### config.mk
export PLATFORM = sky130hd
export DESIGN_NAME = extio8x4_axis_rr_arbiter
export DESIGN_NICKNAME = d
export VERILOG_FILES = /design/src/rtl/extio8x4_axis_rr_arbiter.sv
export SDC_FILE = /design/constraint.sdc
export NUM_CORES = 1
export LEC_CHECK = 0
export ABC_CLOCK_PERIOD_IN_PS = 2700
export BUFFER_PORTS_ARGS = -buffer_cell sky130_fd_sc_hd__buf_2
export CAP_MARGIN = 20
export CORE_ASPECT_RATIO = 0.8
export CORE_MARGIN = 1.5
export CORE_UTILIZATION = 30
export DETAILED_ROUTE_END_ITERATION = 8
export MAX_ROUTING_LAYER = met4
export SLEW_MARGIN = 5
export SYNTH_ARGS = -nofsm -noshare
export SYNTH_HDL_FRONTEND = slang
export SYNTH_SLANG_ARGS = --single-unit
export TNS_END_PERCENT = 100
### constraint.sdc
create_clock -name clk -period 2.7 [get_ports clk]
set_input_delay 0.135 -clock clk [delete_from_list [all_inputs] [get_ports clk]]
set_output_delay 0.135 -clock clk [all_outputs]
set_load 0.03 [all_outputs]
### src/rtl/extio8x4_axis_rr_arbiter.sv
// Round-robin arbiter sharing one 8-bit AXIS RX channel of the extio8x4 initiator
// between NUM_SRC byte-stream requesters. Each grant lasts up to BURST_MAX bytes.
// A single output register drives the initiator, and m_tsrc tags each byte with its source.
// Optional transfer counter: define EXTIO8X4_ARB_STATS_EN.
module extio8x4_axis_rr_arbiter #(
    parameter int unsigned NUM_SRC   = 4,
    parameter int unsigned BURST_MAX = 4,
    parameter int unsigned CNT_W     = 16
) (
    input  logic                 clk,
    input  logic                 resetn,
    input  logic [NUM_SRC-1:0]   s_tvalid,
    output logic [NUM_SRC-1:0]   s_tready,
    input  logic [8*NUM_SRC-1:0] s_tdata8,
    output logic                 m_tvalid,
    input  logic                 m_tready,
    output logic [7:0]           m_tdata8,
    output logic [2:0]           m_tsrc,
    output logic                 grant_active,
    input  logic                 stat_clear,
    output logic [CNT_W-1:0]     stat_xfer_cnt
);

    localparam logic [0:0] StIdle  = 1'b0;
    localparam logic [0:0] StGrant = 1'b1;

    localparam logic [2:0] LAST_SRC  = 3'(NUM_SRC - 1);
    localparam logic [7:0] LAST_BEAT = 8'(BURST_MAX - 1);

    logic [0:0] state_q, state_d;
    logic [2:0] ptr_q, ptr_d;
    logic [2:0] grant_q, grant_d;
    logic [7:0] burst_q, burst_d;
    logic [2:0] pick;

    // Inputs widened to the full 8-source range so a 3-bit index is always in bounds.
    logic [7:0]  valid_pad;
    logic [63:0] data_pad;
    logic        src_ready;
    logic        src_xfer;
    logic [2:0]  grant_next_src;

    assign valid_pad = 8'(s_tvalid);
    assign data_pad  = 64'(s_tdata8);

    // Output register can accept when empty or draining this cycle.
    assign src_ready      = (state_q == StGrant) && (!m_tvalid || m_tready);
    assign src_xfer       = src_ready && valid_pad[grant_q];
    assign grant_active   = (state_q == StGrant);
    assign grant_next_src = (grant_q == LAST_SRC) ? 3'd0 : grant_q + 3'd1;

    function automatic logic [2:0] wrap_idx(input int v);
        if (v >= int'(NUM_SRC)) begin
            return 3'(v - int'(NUM_SRC));
        end
        return 3'(v);
    endfunction

    // First requester at or after ptr; scanned backwards so the nearest one wins.
    always_comb begin
        pick = ptr_q;
        for (int k = int'(NUM_SRC) - 1; k >= 0; k--) begin
            if (valid_pad[wrap_idx(int'(ptr_q) + k)]) begin
                pick = wrap_idx(int'(ptr_q) + k);
            end
        end
    end

    // Only the granted source sees ready.
    always_comb begin
        s_tready = '0;
        for (int i = 0; i < int'(NUM_SRC); i++) begin
            if (src_ready && (grant_q == 3'(i))) begin
                s_tready[i] = 1'b1;
            end
        end
    end

    // Arbitration FSM next state: grant on request, release on burst end or idle source.
    always_comb begin
        state_d = state_q;
        ptr_d   = ptr_q;
        grant_d = grant_q;
        burst_d = burst_q;
        case (state_q)
            StIdle: begin
                if (|s_tvalid) begin
                    grant_d = pick;
                    burst_d = 8'd0;
                    state_d = StGrant;
                end
            end
            StGrant: begin
                if (src_xfer) begin
                    burst_d = burst_q + 8'd1;
                    if (burst_q == LAST_BEAT) begin
                        state_d = StIdle;
                        ptr_d   = grant_next_src;
                    end
                end else if (src_ready) begin
                    // Ready offered but the source had nothing: give up the grant.
                    state_d = StIdle;
                    ptr_d   = grant_next_src;
                end
            end
            default: state_d = StIdle;
        endcase
    end

    // FSM registers.
    always_ff @(posedge clk) begin
        if (!resetn) begin
            state_q <= StIdle;
            ptr_q   <= 3'd0;
            grant_q <= 3'd0;
            burst_q <= 8'd0;
        end else begin
            state_q <= state_d;
            ptr_q   <= ptr_d;
            grant_q <= grant_d;
            burst_q <= burst_d;
        end
    end

    // Output register: load on source transfer, empty on drain with no refill.
    always_ff @(posedge clk) begin
        if (!resetn) begin
            m_tvalid <= 1'b0;
            m_tdata8 <= 8'd0;
            m_tsrc   <= 3'd0;
        end else if (src_xfer) begin
            m_tvalid <= 1'b1;
            m_tdata8 <= data_pad[{grant_q, 3'b000} +: 8];
            m_tsrc   <= grant_q;
        end else if (m_tready) begin
            m_tvalid <= 1'b0;
        end
    end

`ifdef EXTIO8X4_ARB_STATS_EN
    // Saturating count of m-side handshakes; clear beats increment.
    always_ff @(posedge clk) begin
        if (!resetn) begin
            stat_xfer_cnt <= '0;
        end else if (stat_clear) begin
            stat_xfer_cnt <= '0;
        end else if (m_tvalid && m_tready && (stat_xfer_cnt != '1)) begin
            stat_xfer_cnt <= stat_xfer_cnt + 1'b1;
        end
    end
`else
    logic unused_stat_clear;
    assign unused_stat_clear = stat_clear;
    assign stat_xfer_cnt     = '0;
`endif

endmodule
==> summary.txt <==
Synth
  – Mapped Cells: 194
  – Synth top area share: 29.5%
  – Seq/Total Area, Yosys: 29.5%
  – Avg Cell Area, Syn: 9.44 sq um
  – Synth cell types: 45
  – Ranking of synthesized cells by area: dfxtp_1 (30%), mux4_2 (12%), buf_4 (6.6%), mux2i_1 (5.5%), ha_1 (4.8%)
  – Yosys Warn Count: 0
  – Netlist Area Pre-Place: 0.00183 sq mm
  – Area leader, netlist: dfxtp_1
  – EDFF count, synth: 0
  – Seq cells post-synth: 27
  – FFs w/ async S/R, synth: 0%
  – Synth Flop Type: dfxtp_1

Detailed routing
  – Number of DRC markers in iteration 0: 52
  – Drt pass-1 iters: 4
  – Routed wire length per instance: 12.4 um
  – Post-DRT Antenna Nets: 0
  – Post-route DRC: 0
  – Routed wire length: 4050 um
  – Via Count: 1,510
  – Vias per Instance: 4.62

Pwr
  – Pwr/cell area: 708 mW/mm^2
  – Pleak: 0.892 nW
  – Part of the power in registers: 31.9%
  – VDD IR max: 0.264 mV
  – Combinational fraction of design power: 52.5%
  – Internal power component: 0.000897 W
  – Clock share of power: 15.5%
  – Sw Ratio: 41.1%
  – Switch Pwr: 0.000627 W

CTS
  – Sinks on Clock Net: 27
  – Clock Tree Buf Depth: 2
  – Setup bufs post-CTS: 0
  – Hold_buf cts: 0
  – Root buf cell: clkbuf_8
  – Total CTS buffers: 3
  – CTS clk-pin slew, worst paths: 0.10 ns
  – CTS tree: done
  – Post_cts resized: 0
  – H-tree depth: 1
  – Worst-Skew Late Latency: 0.28 ns

Final layout
  – Reg area: 541 sq um
  – # nets final: 294
  – Multi-input logic area: 0.00114 sq mm
  – P&R area growth vs syn: 17.6%
  – Post-route cell area: 0.00215 sq mm
  – Fillers: 603
  – Antenna cell count: 0
  – Layout cell share with drive strength beyond 1: 32.5%
  – Commonest non-fill, non-tap cell in the layout: buf_2
  – Most frequent cells in the layout: buf_2 (55), dfxtp_1 (27), nand2_1 (21)

Placed design
  – I/O Buffers: 55
  – Placed inst area: 0.00211 sq mm
  – HPWL Detailed: 2970 um
  – RD Place Congestion: 0.832

STA
  – Final worst path period share: 79.0%
  – Endpoints failing hold: 0
  – Fmax: 0.469 GHz
  – Final Critical Period: 2.13 ns
  – Fin. max-slew vios: 0
  – WHS: 0.263 ns
  – RSZ-0062 raised after global routing: no
  – Final setup vio count: 0
  – Clock skew: 0.00380 ns
  – Total Neg Setup Slack: 0 ns

Floorplan
  – Initial Util: 31.0%
  – Row Count: 25
  – Die width: 90.3 um
  – IO Pins: 73
  – Die height: 72.9 um
  – Core area: 0.00591 sq mm
  – Die footprint: 0.00658 sq mm

Worst hold path
  – Type of the tightest min-delay check: in -> reg

Global routing
  – Pin count of the biggest net entering global routing: 26
  – Initial antenna violation count: 0
  – First-pass GRT wire length: 6420 um
  – Total gr overflow: 0
  – Vias in the first global route: 1,333
  – Gr usage total: 12.5%

Worst setup path
  – Setup crit end kind: flip-flop
  – Critical path data arrival time: 2.30 ns
  – Crit Path Class: reg -> reg
  – Req. time, crit path: 2.86 ns
  – CP Launch Type: flip-flop
  – CP max FO: 7

Flow run
  – # Max-Cap Violations: 0

Status
  – Status: complete, no violations
registers in the layout, summed over array words and instances, names as in the netlist:
| register | flops |
|---|---|
| burst_q | 8 |
| m_tdata8 | 8 |
| grant_q | 3 |
| m_tsrc | 3 |
| ptr_q | 3 |
| grant_active | 1 |
| m_tvalid | 1 |
Yosys cell counts (all sizes together) (2+ instances only):
master  number
nand3        4
inv          6
nor2        10
a21boi       4
and2         7
nand2b       2
a31oi        2
mux4        11
nor2b        9
nand4        6
dfxtp       27
xnor2        4
buf         23
nand2       21
a32oi        2
nor3         4
mux2i       10
clkbuf       3
o21ai       10
mux2         3
xor2         2
ha           7
a21oi        2
and3         2
critical path, cell delays in order (launching register included):
cell and delay (ns):
dfxtp_1 0.34, inv_1 0.07, ha_1 0.42, mux4_1 0.58
and2_1 0.19, a32oi_1 0.19, xnor2_1 0.14, o22ai_1 0.10
cell families after synthesis:
logic type | synth area share (%)
mux | 21.1
fa+ha+maj | 4.78
buf+inv | 11.4
flops | 29.5
xor+xnor | 2.87
simple gates | 20.4
other cells | 0.205
compound gates | 9.77
power groups by stage:
stage               Sequential [W]  Combinational [W]  Clock [W]
floorplan                 0.000564           0.000593          0
global placement          0.000495           0.000797          0
detailed placement        0.000496           0.000807          0
CTS                       0.000487           0.000809   0.000244
global route              0.000495           0.000875   0.000254
finish                    0.000487           0.000801   0.000237
through the flow:
stage / total power [W] / instances / utilization [%] / setup WS (ns)
floorplan: 0.00116 / 209 / - / 0.380
global placement: 0.00129 / 323 / 35.6 / 0.660
detailed placement: 0.00130 / 323 / 35.6 / 0.599
CTS: 0.00154 / 327 / 36.4 / 0.589
global route: 0.00162 / 327 / 36.4 / 0.500
finish: 0.00152 / 327 / 36.4 / 0.566
final timing paths:
check	start	slack, ns	cells after the start	to
max	ptr_q[0]	0.57	7	grant_q[0]
min	m_tready	0.26	3	m_tvalid
max reg2reg	ptr_q[0]	0.57	7	grant_q[0]
min reg2reg	m_tsrc[0]	0.47	2	m_tsrc[0]
layout make-up:
cell class | count | area share, %
multi-input combinational | 150 | 52.8
clock inverter | 1 | 0.232
inverter | 6 | 1.05
sequential | 27 | 25.1
timing repair buffer | 59 | 14.2
tap | 81 | 4.71
clock buffer | 3 | 1.92
per-layer routing:
metal  routed length (um)  share of wire, %  vias to the layer above  GRT usage [%]
met5                    0                 0                        -              -
met4                   26              0.64                        0           2.12
met3                  183               4.5                        5           3.54
met2                 1890                47                       35           20.3
met1                 1960                48                      707           15.8
li1                     -                 -                      763              -
Power figures use the tool's default switching activity.
